## src/rtl/video_timing_generator_if.sv

```systemverilog
// Purpose : raster timing bundle from the timing generator to the pixel pipeline and VGA pins.
// Latency : no logic here; every signal comes straight from a generator register.
// Backpressure: none; consumers sample on the pixel clock-enable and cannot stall the raster.
// Ports   : o_hpos/o_vpos position, o_hsync/o_vsync pins, o_hblank/o_vblank/o_visible/o_border
//           area flags, o_line_start/o_frame_start strobes, o_frame_count frame number.
interface video_timing_generator_if #(
  parameter int COUNT_W = 10,
  parameter int FRAME_W = 8
);
  logic [COUNT_W-1:0] o_hpos;
  logic [COUNT_W-1:0] o_vpos;
  logic               o_hsync;
  logic               o_vsync;
  logic               o_hblank;
  logic               o_vblank;
  logic               o_visible;
  logic               o_border;
  logic               o_line_start;
  logic               o_frame_start;
  logic [FRAME_W-1:0] o_frame_count;

  modport master (
    output o_hpos, o_vpos, o_hsync, o_vsync, o_hblank, o_vblank,
           o_visible, o_border, o_line_start, o_frame_start, o_frame_count
  );

  modport slave (
    input  o_hpos, o_vpos, o_hsync, o_vsync, o_hblank, o_vblank,
           o_visible, o_border, o_line_start, o_frame_start, o_frame_count
  );
endinterface

```

## src/rtl/video_timing_generator.sv

```systemverilog
// Purpose : parametrised raster timing generator (sync, blanking, border, position, strobes, frame count).
// Latency : zero between position and flags; all outputs come from one register stage loaded together.
// Backpressure: none; i_ce paces the raster, and strobes clear on the next i_clk even when i_ce is low.
// Ports   : i_clk clock, i_rst_n synchronous active-low reset, i_ce pixel enable,
//           vid (master modport) carries every timing output.
module video_timing_generator #(
  parameter int H_VISIBLE       = 640,
  parameter int H_RIGHT_BORDER  = 8,
  parameter int H_FRONT_PORCH   = 8,
  parameter int H_SYNC_TIME     = 96,
  parameter int H_BACK_PORCH    = 40,
  parameter int H_LEFT_BORDER   = 8,
  parameter int V_VISIBLE       = 480,
  parameter int V_BOTTOM_BORDER = 8,
  parameter int V_FRONT_PORCH   = 2,
  parameter int V_SYNC_TIME     = 2,
  parameter int V_BACK_PORCH    = 25,
  parameter int V_TOP_BORDER    = 8,
  parameter bit H_SYNC_POL      = 1'b0,
  parameter bit V_SYNC_POL      = 1'b0,
  parameter int COUNT_W         = 10,
  parameter int FRAME_W         = 8
) (
  input  logic                      i_clk,
  input  logic                      i_rst_n,
  input  logic                      i_ce,
  video_timing_generator_if.master  vid
);

  localparam int H_BLANK_START = H_VISIBLE + H_RIGHT_BORDER;
  localparam int H_SYNC_START  = H_BLANK_START + H_FRONT_PORCH;
  localparam int H_SYNC_END    = H_SYNC_START + H_SYNC_TIME;
  localparam int H_BORDER_L    = H_SYNC_END + H_BACK_PORCH;
  localparam int H_TOTAL       = H_BORDER_L + H_LEFT_BORDER;

  localparam int V_BLANK_START = V_VISIBLE + V_BOTTOM_BORDER;
  localparam int V_SYNC_START  = V_BLANK_START + V_FRONT_PORCH;
  localparam int V_SYNC_END    = V_SYNC_START + V_SYNC_TIME;
  localparam int V_BORDER_T    = V_SYNC_END + V_BACK_PORCH;
  localparam int V_TOTAL       = V_BORDER_T + V_TOP_BORDER;

  localparam logic [COUNT_W-1:0] H_LAST = COUNT_W'(H_TOTAL - 1);
  localparam logic [COUNT_W-1:0] V_LAST = COUNT_W'(V_TOTAL - 1);

  // The reset position is the last pixel of the frame, which lies in the
  // left border column of the top border line only if both are non-empty.
  localparam bit BORDER_RST = (H_LEFT_BORDER > 0) && (V_TOP_BORDER > 0);

  logic [COUNT_W-1:0] hpos_q, hpos_d;
  logic [COUNT_W-1:0] vpos_q, vpos_d;
  logic [FRAME_W-1:0] frame_count_q, frame_count_d;
  logic hsync_q, hsync_d;
  logic vsync_q, vsync_d;
  logic hblank_q, hblank_d;
  logic vblank_q, vblank_d;
  logic visible_q, visible_d;
  logic border_q, border_d;
  logic line_start_q, line_start_d;
  logic frame_start_q, frame_start_d;

  logic h_wrap, v_wrap;
  logic h_sync_act, v_sync_act;
  int   hx, vy;

  always_comb begin
    h_wrap = (hpos_q == H_LAST);
    v_wrap = (vpos_q == V_LAST);

    hpos_d = hpos_q;
    vpos_d = vpos_q;
    if (i_ce) begin
      hpos_d = h_wrap ? '0 : hpos_q + COUNT_W'(1);
      if (h_wrap) begin
        vpos_d = v_wrap ? '0 : vpos_q + COUNT_W'(1);
      end
    end

    // Strobes are recomputed every clock, so they drop after one cycle
    // regardless of i_ce.
    line_start_d  = i_ce & h_wrap;
    frame_start_d = i_ce & h_wrap & v_wrap;
    frame_count_d = frame_start_d ? frame_count_q + FRAME_W'(1) : frame_count_q;

    // Flags decode the next position so they land in the same register
    // stage as the counters. Compare in int so boundaries equal to
    // 2**COUNT_W (empty trailing regions) cannot alias.
    hx = int'(hpos_d);
    vy = int'(vpos_d);

    hblank_d   = (hx >= H_VISIBLE);
    vblank_d   = (vy >= V_VISIBLE);
    visible_d  = ~hblank_d & ~vblank_d;
    border_d   = ((hx < H_BLANK_START) | (hx >= H_BORDER_L)) &
                 ((vy < V_BLANK_START) | (vy >= V_BORDER_T)) & ~visible_d;

    h_sync_act = (hx >= H_SYNC_START) && (hx < H_SYNC_END);
    v_sync_act = (vy >= V_SYNC_START) && (vy < V_SYNC_END);
    hsync_d    = H_SYNC_POL ? h_sync_act : ~h_sync_act;
    vsync_d    = V_SYNC_POL ? v_sync_act : ~v_sync_act;
  end

  always_ff @(posedge i_clk) begin
    if (!i_rst_n) begin
      hpos_q        <= H_LAST;
      vpos_q        <= V_LAST;
      frame_count_q <= '1;
      hsync_q       <= ~H_SYNC_POL;
      vsync_q       <= ~V_SYNC_POL;
      hblank_q      <= 1'b1;
      vblank_q      <= 1'b1;
      visible_q     <= 1'b0;
      border_q      <= BORDER_RST;
      line_start_q  <= 1'b0;
      frame_start_q <= 1'b0;
    end else begin
      hpos_q        <= hpos_d;
      vpos_q        <= vpos_d;
      frame_count_q <= frame_count_d;
      hsync_q       <= hsync_d;
      vsync_q       <= vsync_d;
      hblank_q      <= hblank_d;
      vblank_q      <= vblank_d;
      visible_q     <= visible_d;
      border_q      <= border_d;
      line_start_q  <= line_start_d;
      frame_start_q <= frame_start_d;
    end
  end

  assign vid.o_hpos        = hpos_q;
  assign vid.o_vpos        = vpos_q;
  assign vid.o_hsync       = hsync_q;
  assign vid.o_vsync       = vsync_q;
  assign vid.o_hblank      = hblank_q;
  assign vid.o_vblank      = vblank_q;
  assign vid.o_visible     = visible_q;
  assign vid.o_border      = border_q;
  assign vid.o_line_start  = line_start_q;
  assign vid.o_frame_start = frame_start_q;
  assign vid.o_frame_count = frame_count_q;

endmodule

```

## src/flat_wrapper.sv

```systemverilog
// flat-port wrapper written by rule: the top's interface ports become plain ports
module video_timing_generator_flat 
#(
  parameter int H_VISIBLE       = 640,
  parameter int H_RIGHT_BORDER  = 8,
  parameter int H_FRONT_PORCH   = 8,
  parameter int H_SYNC_TIME     = 96,
  parameter int H_BACK_PORCH    = 40,
  parameter int H_LEFT_BORDER   = 8,
  parameter int V_VISIBLE       = 480,
  parameter int V_BOTTOM_BORDER = 8,
  parameter int V_FRONT_PORCH   = 2,
  parameter int V_SYNC_TIME     = 2,
  parameter int V_BACK_PORCH    = 25,
  parameter int V_TOP_BORDER    = 8,
  parameter bit H_SYNC_POL      = 1'b0,
  parameter bit V_SYNC_POL      = 1'b0,
  parameter int COUNT_W         = 10,
  parameter int FRAME_W         = 8
)
  (i_clk, i_rst_n, i_ce, vid_o_hpos, vid_o_vpos, vid_o_hsync, vid_o_vsync, vid_o_hblank, vid_o_vblank, vid_o_visible, vid_o_border, vid_o_line_start, vid_o_frame_start, vid_o_frame_count);
  video_timing_generator_if #(.COUNT_W(COUNT_W), .FRAME_W(FRAME_W)) vid_i ();
  input  logic i_clk;
  input  logic i_rst_n;
  input  logic i_ce;
  output wire logic [$bits(vid_i.o_hpos)-1:0] vid_o_hpos;
  output wire logic [$bits(vid_i.o_vpos)-1:0] vid_o_vpos;
  output wire logic [$bits(vid_i.o_hsync)-1:0] vid_o_hsync;
  output wire logic [$bits(vid_i.o_vsync)-1:0] vid_o_vsync;
  output wire logic [$bits(vid_i.o_hblank)-1:0] vid_o_hblank;
  output wire logic [$bits(vid_i.o_vblank)-1:0] vid_o_vblank;
  output wire logic [$bits(vid_i.o_visible)-1:0] vid_o_visible;
  output wire logic [$bits(vid_i.o_border)-1:0] vid_o_border;
  output wire logic [$bits(vid_i.o_line_start)-1:0] vid_o_line_start;
  output wire logic [$bits(vid_i.o_frame_start)-1:0] vid_o_frame_start;
  output wire logic [$bits(vid_i.o_frame_count)-1:0] vid_o_frame_count;
  assign vid_o_hpos = vid_i.o_hpos;
  assign vid_o_vpos = vid_i.o_vpos;
  assign vid_o_hsync = vid_i.o_hsync;
  assign vid_o_vsync = vid_i.o_vsync;
  assign vid_o_hblank = vid_i.o_hblank;
  assign vid_o_vblank = vid_i.o_vblank;
  assign vid_o_visible = vid_i.o_visible;
  assign vid_o_border = vid_i.o_border;
  assign vid_o_line_start = vid_i.o_line_start;
  assign vid_o_frame_start = vid_i.o_frame_start;
  assign vid_o_frame_count = vid_i.o_frame_count;
  video_timing_generator #(.H_VISIBLE(H_VISIBLE), .H_RIGHT_BORDER(H_RIGHT_BORDER), .H_FRONT_PORCH(H_FRONT_PORCH), .H_SYNC_TIME(H_SYNC_TIME), .H_BACK_PORCH(H_BACK_PORCH), .H_LEFT_BORDER(H_LEFT_BORDER), .V_VISIBLE(V_VISIBLE), .V_BOTTOM_BORDER(V_BOTTOM_BORDER), .V_FRONT_PORCH(V_FRONT_PORCH), .V_SYNC_TIME(V_SYNC_TIME), .V_BACK_PORCH(V_BACK_PORCH), .V_TOP_BORDER(V_TOP_BORDER), .H_SYNC_POL(H_SYNC_POL), .V_SYNC_POL(V_SYNC_POL), .COUNT_W(COUNT_W), .FRAME_W(FRAME_W)) u_core (.i_clk(i_clk), .i_rst_n(i_rst_n), .i_ce(i_ce), .vid(vid_i));
endmodule
```

## config.mk

```make
export PLATFORM = sky130hd
export DESIGN_NAME = video_timing_generator_flat
export DESIGN_NICKNAME = d
export VERILOG_FILES = /design/src/rtl/video_timing_generator_if.sv /design/src/rtl/video_timing_generator.sv /design/src/flat_wrapper.sv
export SDC_FILE = /design/constraint.sdc
export NUM_CORES = 1
export LEC_CHECK = 0
export ABC_AREA = 1
export CAP_MARGIN = 30
export CORE_MARGIN = 8
export CORE_UTILIZATION = 54
export CTS_BUF_LIST = sky130_fd_sc_hd__clkbuf_2 sky130_fd_sc_hd__clkbuf_4 sky130_fd_sc_hd__clkbuf_8
export DETAILED_ROUTE_END_ITERATION = 7
export HOLD_SLACK_MARGIN = 0.12
export PLACE_DENSITY = 0.82
export SYNTH_ARGS = -nofsm -noshare
export SYNTH_HDL_FRONTEND = slang
export SYNTH_SLANG_ARGS = --single-unit
```

## constraint.sdc

```tcl
create_clock -name i_clk -period 2 [get_ports i_clk]
set_input_delay 0.3 -clock i_clk [delete_from_list [all_inputs] [get_ports i_clk]]
set_output_delay 0.3 -clock i_clk [all_outputs]
set_load 0.1 [all_outputs]
```

==> results of run 1 <==
-- registers in the layout (all words and copies together) (netlist names) --
| signal | cells |
|---|---|
| u_core.vid.o_border | 1 |
| u_core.vid.o_frame_count | 8 |
| u_core.vid.o_hblank | 1 |
| u_core.vid.o_hpos | 10 |
| u_core.vid.o_line_start | 1 |
| u_core.vid.o_frame_start | 1 |
| u_core.vid.o_hsync | 1 |
| u_core.vid.o_visible | 1 |
| u_core.vid.o_vpos | 10 |
| u_core.vid.o_vblank | 1 |
| u_core.vid.o_vsync | 1 |
-- worst max-delay path, delay by kind of cell (launching register included) --
family	cells	cell delay, ns
buf+inv	2	0.22
fa+ha+maj	1	0.14
simple gates	12	1.05
flops	1	0.38
-- cell usage after synthesis, drive strengths merged (2+ instances only) --
master	instances	share of area, %
xnor2	2	0.85
nand2	79	15
clkinv	2	0.60
nor2	49	11
inv	43	7.8
nand4	12	3.9
o21bai	2	1.3
ha	4	2.4
clkbuf	4	0.72
a21oi	7	1.7
nor3	6	1.7
dfxtp	36	35
o21ai	14	3.4
buf	3	1.5
nand3	34	9.8
-- power by group --
group | leakage [nW] | switching [W] | internal (W)
clock | 0.0784 | 0.000280 | 0.000624
combinational | 1.07 | 0.00124 | 0.000469
sequential | 0.299 | 0.0000901 | 0.000821
-- worst max path at each step --
stage / from / end / slack [ns] / depth (start not counted)
2_1_floorplan: u_core.vid.o_vpos[2]$_SDFF_PN1_ / u_core.vid.o_border$_SDFF_PN1_ / 0.006 / 11
3_3_place_gp: i_ce / u_core.vid.o_border$_SDFF_PN1_ / -0.07 / 12
3_5_place_dp: i_ce / u_core.vid.o_border$_SDFF_PN1_ / -0.14 / 12
4_1_cts: u_core.vid.o_vpos[0]$_SDFF_PN0_ / u_core.vid.o_frame_count[6]$_SDFFE_PN1P_ / 0.03 / 13
5_1_grt: u_core.vid.o_vpos[1]$_SDFF_PN0_ / u_core.vid.o_vsync$_SDFF_PN1_ / -0.02 / 11
6_report: u_core.vid.o_hpos[1]$_SDFF_PN1_ / u_core.vid.o_border$_SDFF_PN1_ / 0.13 / 15
-- what timing repair did --
item | in CTS | in global routing
resized for setup | 0 | 9
endpoints found under the hold margin | 0 | 0
buffers inserted | 0 | 2
setup endpoints to repair | 0 | 6
-- cell families after synthesis --
| kind of cell | share of synthesized area [%] |
|---|---|
| buf+inv | 10.6 |
| compound gates | 7.73 |
| xor+xnor | 1.27 |
| fa+ha+maj | 2.42 |
| flops | 34.8 |
| simple gates | 43.2 |
-- metal layers --
metal	wire length, um	part of all wire (%)	up-vias
met2	2600	47	76
met3	360	6.5	7
met4	69	1.2	0
met5	0	0	-
li1	-	-	1108
met1	2510	45	953
-- area by class of cell --
cell class	count	area share (%)
clock buffers	5	2.42
clock inverters	3	3.17
inverters	45	6.12
multi-input cells	217	41.2
flip-flops and latches	36	27.1
well taps	48	2.11
repair buffers	67	17.9
-- metrics by stage --
step                      total power, W  utilization, %  TNS (ns)
final                            0.00352            77.1         0
after global routing             0.00368            77.1   -0.0201
after CTS                        0.00351            76.0         0
after detailed placement         0.00259            71.7    -0.372
after global placement           0.00258            71.7   -0.0919
after floorplan                  0.00218               -         0
==> flow_summary.ini, run 1 <==
[synthesis]
synthesis.nets = 312
post_synth_num_cell_types = 37
post_synth_inst_count = 305
synth.cell_area_um2 = 2070
register_bit_count_reported_by_yosys = 36
synth_edf_count = 0
yosys_warnings = 0
synth-async-reset-ratio_pct = 0
ys_seq_area_share_pct = 34.8
syn_area_per_cell_um2 = 6.79
synth_top_flop_cell = sky130_fd_sc_hd__dfxtp_1

[worst_setup_path]
worstPathArrival_ns = 2.06
worst_path_largest_cell_delay_ns = 0.38
cp_slowest_cell = sky130_fd_sc_hd__dfxtp_4
critical_path_peak_fanout = 8
worstSetupEndpointType = register
reg2regPathDepth = 15
worst-setup-path-type = reg2reg
cp_data_required_time_ns = 2.19
critPathLaunchType = register
reg2reg_from = u_core.vid.o_hpos[1]$_SDFF_PN1_
regToRegSetupSlack_ns = 0.13
timing.critical_path.cells = ha_4 > nand2_2 > nor2_8 > nand3_4 > buf_4 > clkinv_4 > nand2_1 > nand2_1 > nand2_1 > nor2_1 > nand2_1 > nor2_1 > nor2_1 > nand3_1 > nand2_1
timing.critical_path.mode_cell = sky130_fd_sc_hd__nand2_1
reg2reg_to = u_core.vid.o_border$_SDFF_PN1_

[timing]
skew_final_ns = 0.00760
slew_headroom_pct = 72.4
maxSlewViolCount = 0
setup_slack_ns = 0.131
clock_period_minus_final_worst_setup_slack_ns = 1.87
total_setup_violations_reported_at_the_end_of_the_flow = 0
final-hold-violation-count = 0
timing_worst_slew_pin_value_ns = 0.411
hold_slack_ns = 0.499
fmax_ghz = 0.535
fin_crit_sh_pct = 93.4

[floorplanning]
die_width_um = 77.9
floorplan.initialDensity_pct = 56.1
ioPinCount = 39
core_area_um2 = 3690
rows = 22
die_h_um = 77.9
dieArea_um2 = 6070

[clocking]
clock-root-buffer = sky130_fd_sc_hd__clkbuf_8
htreeDepth = 2
clock_sinks = 36
clk_transition_reported_paths_ns = 0.08
cts_hold_buf = 0
clock_latency_ns = 0.30
cts-buffers-inserted = 5
cts_buffer_depth = 2
tritoncts = done

[global_routing]
grt_most_used_layer = met2
gr_met2_demand_resource_pct = 31.4
gr-total-overflow = 0
antenna_found_initial = 0
vias_in_the_first_global_route = 2114
grt_pass1_wl_mm = 9.58
global_route.usage.met3_pct = 4.15
met1_usage_pct = 23.2
gr-usage-all-layers_pct = 18.9
maximum_number_of_pins_on_one_net_before_global_route_repair = 18

[placement]
dp.final_hpwl_mm = 4.20
io_buffer_count = 38
gpl.final_weighted_congestion = 0.942
dp.cells = 411
dpl_cell_area_um2 = 2640
preCtsSetupSlack_ns = -0.143

[hold_path]
hp-start = u_core.vid.o_frame_count[7]$_SDFFE_PN1P_
worst_hold_path.endpoint = u_core.vid.o_frame_count[7]$_SDFFE_PN1P_
min_path_cells = 2
min_path_type = reg2reg

[final_layout]
layout.cells.most_common = sky130_fd_sc_hd__nand2_1
post_layout_nonfiller_instances = 421
diodes = 0
final_cell_mix = sky130_fd_sc_hd__nand2_1 (72), sky130_fd_sc_hd__buf_4 (65), sky130_fd_sc_hd__nor2_1 (38)
final_nets = 379
fill_cells = 293
area.growth.synth_to_final_pct = 37.3
final_cell_area_um2 = 2840
area_of_combinational_cells_with_multiple_inputs_um2 = 1170
register_area_um2 = 771
layout-drive-gt1-share_pct = 35.4

[routing]
postRouteAntennaNets = 0
detail_route.wl_per_cell_um = 13.1
routed_wl_mm = 5.53
detail_route.first_pass.iterations = 5
drtIter0Drc = 179
vias = 2144
post_route_drc = 0
avgViaCountPerCell = 5.09

[power_and_ir_drop]
powerDensity_nw_per_um2 = 1240
worst_ir_drop_vdd_mv = 1.09
p_leak_nw = 1.44

[run]
timing.max_cap.violations = 0

[status]
run_status = finished, final reports clean
(Power assumes the default switching activity.)
==> run 2: changes to the inputs <==
Settings changed: ABC_AREA 1 to 0, PLACE_DENSITY 0.82 to 0.83, SLEW_MARGIN from default to 40.
==> flow_summary.ini, run 2 <==
[final_layout]
layout.cells.most_common = sky130_fd_sc_hd__buf_4
post_layout_nonfiller_instances = 386
layout-drive-gt1-share_pct = 51.8
final_cell_mix = sky130_fd_sc_hd__buf_4 (102), sky130_fd_sc_hd__nand2_1 (28), sky130_fd_sc_hd__dfxtp_1 (16)
final_nets = 344
utilization_pct = 87.6
area.growth.synth_to_final_pct = 57.5
diodes = 0
final_cell_area_um2 = 3180

[worst_setup_path]
regToRegSetupSlack_ns = -0.49
worst-setup-path-type = reg2reg
worst_path_largest_cell_delay_ns = 0.44
cp_slowest_cell = sky130_fd_sc_hd__or4_4
critical_path_peak_fanout = 10
worstSetupEndpointType = register
crit_buf_inv = 1
worstPathArrival_ns = 2.65
timing.critical_path.cells = or3_4 > or4_4 > buf_4 > o2bb2ai_2 > nor2_2 > nand2_1 > nor4_2 > a311oi_1
timing.critical_path.max_delay_family = simple AND/OR/NAND/NOR gates
cp_data_required_time_ns = 2.16
critPathLaunchType = register

[timing]
rsz0062_at_grt = true
clock_period_minus_final_worst_setup_slack_ns = 2.49
total_setup_violations_reported_at_the_end_of_the_flow = 20
setup_slack_ns = -0.493
fmax_ghz = 0.401
maxSlewViolCount = 0
skew_final_ns = 0.00694
timing_worst_slew_pin_value_ns = 0.492
final-hold-violation-count = 0
fin_crit_sh_pct = 125
slew_headroom_pct = 66.9

[routing]
vias = 2368
avgViaCountPerCell = 6.13
detail_route.wl_per_cell_um = 20.3
postRouteAntennaNets = 0
routed_wl_mm = 7.84
detail_route.first_pass.iterations = 5
post_route_drc = 0
drtIter0Drc = 266

[clocking]
cts_buffer_depth = 2
htreeDepth = 2
cts-buffers-inserted = 5
cts_hold_buf = 0
clock_latency_ns = 0.30
clock_sinks = 36
clk_transition_reported_paths_ns = 0.08
tritoncts = done
clock-root-buffer = sky130_fd_sc_hd__clkbuf_8

[power_and_ir_drop]
switching_share_pct = 53.9
cellInternalPower_w = 0.00281
power.net_switching_w = 0.00329
total_power_w = 0.00609
powerDensity_nw_per_um2 = 1920
worst_ir_drop_vdd_mv = 1.07
power_frac_clock_pct = 10.7
share_seq_of_total_power_pct = 19.9
comb_power_share_pct = 69.4
p_leak_nw = 1.37

[synthesis]
most_used_standard_cell_by_instance_count_after_synthesis = sky130_fd_sc_hd__dfxtp_1
ys_seq_area_share_pct = 35.7
register_bit_count_reported_by_yosys = 36
ys_top_cells_by_count = sky130_fd_sc_hd__dfxtp_1 (36), sky130_fd_sc_hd__nand2_1 (30), sky130_fd_sc_hd__nor2_1 (12), sky130_fd_sc_hd__xor2_1 (12)
synth_top_area_cell = sky130_fd_sc_hd__dfxtp_1
syn_area_per_cell_um2 = 8.64
post_synth_num_cell_types = 56
synth.cell_area_um2 = 2020
synth-async-reset-ratio_pct = 0
yosys_warnings = 0
synth_edf_count = 0
synthesis.nets = 241
synth_top_flop_cell = sky130_fd_sc_hd__dfxtp_1
post_synth_inst_count = 234
synth.top_cells.by_area = sky130_fd_sc_hd__dfxtp_1 (36%), sky130_fd_sc_hd__nand2_1 (5.6%), sky130_fd_sc_hd__xor2_1 (5.2%)
synth_top_area_share_pct = 35.7

[floorplanning]
die_h_um = 77.2
floorplan.initialDensity_pct = 55.6
rows = 22
ioPinCount = 39
core_area_um2 = 3630
die_width_um = 77.2
dieArea_um2 = 5960

[placement]
dp.final_hpwl_mm = 4.33
dpl_cell_area_um2 = 2830
io_buffer_count = 38
dp.cells = 365
gpl.final_weighted_congestion = 0.901

[global_routing]
maximum_number_of_pins_on_one_net_before_global_route_repair = 13
gr-total-overflow = 0
gr-usage-all-layers_pct = 23.0
vias_in_the_first_global_route = 2310
antenna_found_initial = 0
grt_pass1_wl_mm = 11.3

[status]
run_status = finished with violations
failed_checks = setup timing

[hold_path]
min_path_type = reg2reg

[run]
timing.max_cap.violations = 0
==> run 2: cell types whose count changed after synthesis, moves of 11 or more <==
cell	previous run	this run
sky130_fd_sc_hd__nand2_1	73	30
sky130_fd_sc_hd__inv_1	36	6
sky130_fd_sc_hd__nor2_1	41	12
sky130_fd_sc_hd__nand3_1	29	11
sky130_fd_sc_hd__xor2_1	1	12
==> run 2: timing repair <==
action                                  CTS  global route
endpoints found under the setup margin   15            22
pin swaps                                12            14
setup buffers                             9             7
hold endpoints to repair                  0             0
gates resized for setup                  22            19
cloned                                    0             0
==> run 2: cell families after synthesis <==
family | Yosys count | synth area share (%)
DFF | 36 | 35.7
adders and majority gates | 4 | 2.48
and+or+nand+nor | 115 | 33.4
muxes | 6 | 3.03
xor gates and xnor gates | 23 | 9.97
buffers and inverters | 19 | 4.52
AOI/OAI and AO/OA | 31 | 10.9
==> run 2: path summary, 6_finish.rpt <==
check | from | end | depth (start not counted)
max reg2reg | u_core.vid.o_hpos[5]$_SDFF_PN0_ | u_core.vid.o_border$_SDFF_PN1_ | 8
min reg2reg | u_core.vid.o_frame_count[6]$_SDFFE_PN1P_ | u_core.vid.o_frame_count[6]$_SDFFE_PN1P_ | 2
max | u_core.vid.o_hpos[5]$_SDFF_PN0_ | u_core.vid.o_border$_SDFF_PN1_ | 8
min | u_core.vid.o_frame_count[6]$_SDFFE_PN1P_ | u_core.vid.o_frame_count[6]$_SDFFE_PN1P_ | 2
==> run 2: area by class of cell <==
cell class | instances | area [um2]
clock buffer | 5 | 68.8
clock inverter | 3 | 41.3
fill | 185 | 452
inverter | 6 | 22.5
multi-input combinational | 179 | 1370
sequential | 36 | 778
tap | 48 | 60.1
timing repair buffer | 109 | 841
==> run 2: metal layers <==
layer,share of wire [%],GRT usage (%)
met5,0,0
met4,5.5,13.2
met3,9.8,5.94
met2,48,38.7
met1,37,25.5
==> run 2: tightest hold or removal path: stages, from the launching register on <==
cell	delay, ns
sky130_fd_sc_hd__dfxtp_1	0.37
sky130_fd_sc_hd__xor2_1	0.08
sky130_fd_sc_hd__nand2_1	0.05
==> run 2: stage by stage <==
step | worst slack, ns | setup TNS (ns) | hold WS [ns]
floorplan | -0.452 | -2.72 | 0.374
global placement | -0.546 | -7.29 | 0.473
detailed placement | -0.602 | -8.04 | 0.508
CTS | -0.285 | -1.46 | 0.523
global route | -0.581 | -4.42 | 0.548
finish | -0.493 | -3.02 | 0.522
==> run 2: power by group through the flow <==
| stage | logic (W) | clock network, W | registers (W) |
|---|---|---|---|
| global placement | 0.00353 | 0 | 0.00117 |
| floorplan | 0.00116 | 0 | 0.00261 |
| finish | 0.00423 | 0.000654 | 0.00121 |
| detailed placement | 0.00361 | 0 | 0.00118 |
| CTS | 0.00388 | 0.000648 | 0.00117 |
| global route | 0.00439 | 0.000694 | 0.00123 |
==> run 3: changes to the inputs <==
Settings changed: HOLD_SLACK_MARGIN 0.12 to 0.06, PLACE_DENSITY 0.83 to 0.81.
==> flow_summary.ini, run 3 (same netlist as run 2, synthesis figures left out) <==
[status]
run_status = finished with violations
failed_checks = setup timing

[global_routing]
gr-total-overflow = 0
global_route.usage.met3_pct = 5.94
gr-usage-all-layers_pct = 19.0
maximum_number_of_pins_on_one_net_before_global_route_repair = 24
vias_in_the_first_global_route = 2075
grt_pass1_wl_mm = 9.49
antenna_found_initial = 0
gr_met2_demand_resource_pct = 30.8
grt_most_used_layer = met2
met1_usage_pct = 22.4

[clocking]
cts-buffers-inserted = 5
tritoncts = done
clock-root-buffer = sky130_fd_sc_hd__clkbuf_8
clk_transition_reported_paths_ns = 0.07
htreeDepth = 2
cts_buffer_depth = 2
clock_sinks = 36
clock_latency_ns = 0.30
cts_hold_buf = 0

[routing]
avgViaCountPerCell = 5.79
detail_route.first_pass.iterations = 4
vias = 2195
routed_wl_mm = 6.98
postRouteAntennaNets = 0
detail_route.wl_per_cell_um = 18.4
drtIter0Drc = 233
post_route_drc = 0

[timing]
skew_final_ns = 0.00981
final-hold-violation-count = 0
rsz0062_at_grt = true
finalSetupTns_ns = -3.25
fmax_ghz = 0.419
timing_worst_slew_pin_value_ns = 0.515
total_setup_violations_reported_at_the_end_of_the_flow = 19
clock_period_minus_final_worst_setup_slack_ns = 2.39
slew_headroom_pct = 65.4
maxSlewViolCount = 0
setup_slack_ns = -0.388
fin_crit_sh_pct = 119

[placement]
io_buffer_count = 38
preCtsSetupSlack_ns = -0.604
dp.final_hpwl_mm = 4.09
gpl.final_weighted_congestion = 0.890

[worst_setup_path]
timing.critical_path.cells = buf_4 > and2_1 > and3_1 > xor2_1 > o31ai_1 > buf_4 > or2b_1 > mux2i_1 > a311oi_1
worst-setup-path-type = reg2reg
worst_path_largest_cell_delay_ns = 0.49
worst_setup_path_startpoint = u_core.vid.o_hpos[6]$_SDFF_PN0_
worstPathArrival_ns = 2.59
reg2regPathDepth = 9
timing.critical_path.to = u_core.vid.o_border$_SDFF_PN1_
timing.critical_path.max_delay_family = compound AO/OA/AOI/OAI gates
critical_path_peak_fanout = 7
reg2reg_to = u_core.vid.o_border$_SDFF_PN1_
cp_slowest_cell = sky130_fd_sc_hd__o31ai_1
crit_buf_inv = 2
cp_data_required_time_ns = 2.20
timing.critical_path.depth = 9
regToRegSetupSlack_ns = -0.39
critPathLaunchType = register
reg2reg_from = u_core.vid.o_hpos[6]$_SDFF_PN0_
timing.critical_path.mode_cell = sky130_fd_sc_hd__buf_4
worstSetupEndpointType = register

[power_and_ir_drop]
powerDensity_nw_per_um2 = 1840
total_power_w = 0.00580
worst_ir_drop_vdd_mv = 0.977
p_leak_nw = 1.34

[floorplanning]
dieArea_um2 = 5960
die_h_um = 77.2
core_area_um2 = 3630
rows = 22
ioPinCount = 39
floorplan.initialDensity_pct = 55.6
die_width_um = 77.2

[final_layout]
final_nets = 337
final_cell_mix = sky130_fd_sc_hd__buf_4 (92), sky130_fd_sc_hd__nand2_1 (29), sky130_fd_sc_hd__dfxtp_1 (16)
layout.cells.most_common = sky130_fd_sc_hd__buf_4
fill_cells = 186
area.growth.synth_to_final_pct = 56.3
diodes = 0
layout-drive-gt1-share_pct = 51.7

[hold_path]
min_path_type = reg2reg

[run]
timing.max_cap.violations = 0
[run 3: cell types whose count changed in the layout (fill, tap and decap cells not counted), sizes merged]
| cell | before | now |
|---|---|---|
| inv | 7 | 6 |
| clkinv | 1 | 3 |
| buf | 107 | 100 |
| bufinv | 1 | 0 |
[run 3: area by class of cell]
class / count / area [um2] / area share (%)
timing repair buffer: 102 / 816 / 25.8
inverter: 6 / 22.5 / 0.713
sequential: 36 / 778 / 24.6
clock buffer: 5 / 68.8 / 2.18
tap: 48 / 60.1 / 1.90
multi-input combinational: 179 / 1400 / 44.2
clock inverter: 3 / 18.8 / 0.594
[run 3: timing repair]
item                                    4_1_cts  5_1_grt
endpoints found under the setup margin       13       16
resized for setup                            16       29
pin swaps                                     7       10
buffers inserted                              4        6
endpoints found under the hold margin         0        0
[run 3: worst min path at each step]
| stage | slack (ns) | cells after the start | startpoint | endpoint |
|---|---|---|---|---|
| 2_1_floorplan | 0.37 | 1 | i_rst_n | u_core.vid.o_vpos[9]$_SDFF_PN1_ |
| 3_3_place_gp | 0.47 | 2 | u_core.vid.o_frame_count[7]$_SDFFE_PN1P_ | u_core.vid.o_frame_count[7]$_SDFFE_PN1P_ |
| 3_5_place_dp | 0.52 | 2 | u_core.vid.o_frame_count[7]$_SDFFE_PN1P_ | u_core.vid.o_frame_count[7]$_SDFFE_PN1P_ |
| 4_1_cts | 0.54 | 2 | u_core.vid.o_frame_count[7]$_SDFFE_PN1P_ | u_core.vid.o_frame_count[7]$_SDFFE_PN1P_ |
| 5_1_grt | 0.57 | 2 | u_core.vid.o_frame_count[4]$_SDFFE_PN1P_ | u_core.vid.o_frame_count[4]$_SDFFE_PN1P_ |
| 6_report | 0.54 | 2 | u_core.vid.o_frame_count[6]$_SDFFE_PN1P_ | u_core.vid.o_frame_count[6]$_SDFFE_PN1P_ |
[run 3: layer usage]
layer / routed length (um) / part of all wire, %
met4: 290 / 4.2
met2: 3410 / 49
met1: 2660 / 38
met5: 0 / 0
met3: 621 / 8.9
[run 3: stage by stage]
stage	cell area (um2)	std cells	hold slack, ns	util, %
CTS	2980	373	0.542	81.9
global route	3160	379	0.575	86.9
detailed placement	2800	361	0.523	77.0
global placement	2800	361	0.474	77.0
floorplan	2130	234	0.374	-
finish	3160	379	0.542	86.9
[run 3: worst reg2reg max path, cell delays in order, from the launching register on]
cell,delay [ns]
sky130_fd_sc_hd__dfxtp_4,0.34
sky130_fd_sc_hd__buf_4,0.16
sky130_fd_sc_hd__and2_1,0.19
sky130_fd_sc_hd__and3_1,0.25
sky130_fd_sc_hd__xor2_1,0.17
sky130_fd_sc_hd__o31ai_1,0.49
sky130_fd_sc_hd__buf_4,0.22
sky130_fd_sc_hd__or2b_1,0.13
sky130_fd_sc_hd__mux2i_1,0.08
sky130_fd_sc_hd__a311oi_1,0.27
[run 3: report_power, final]
group          switching (W)  internal, W
Clock               0.000283     0.000243
Sequential          0.000209     0.000961
Combinational        0.00270      0.00141
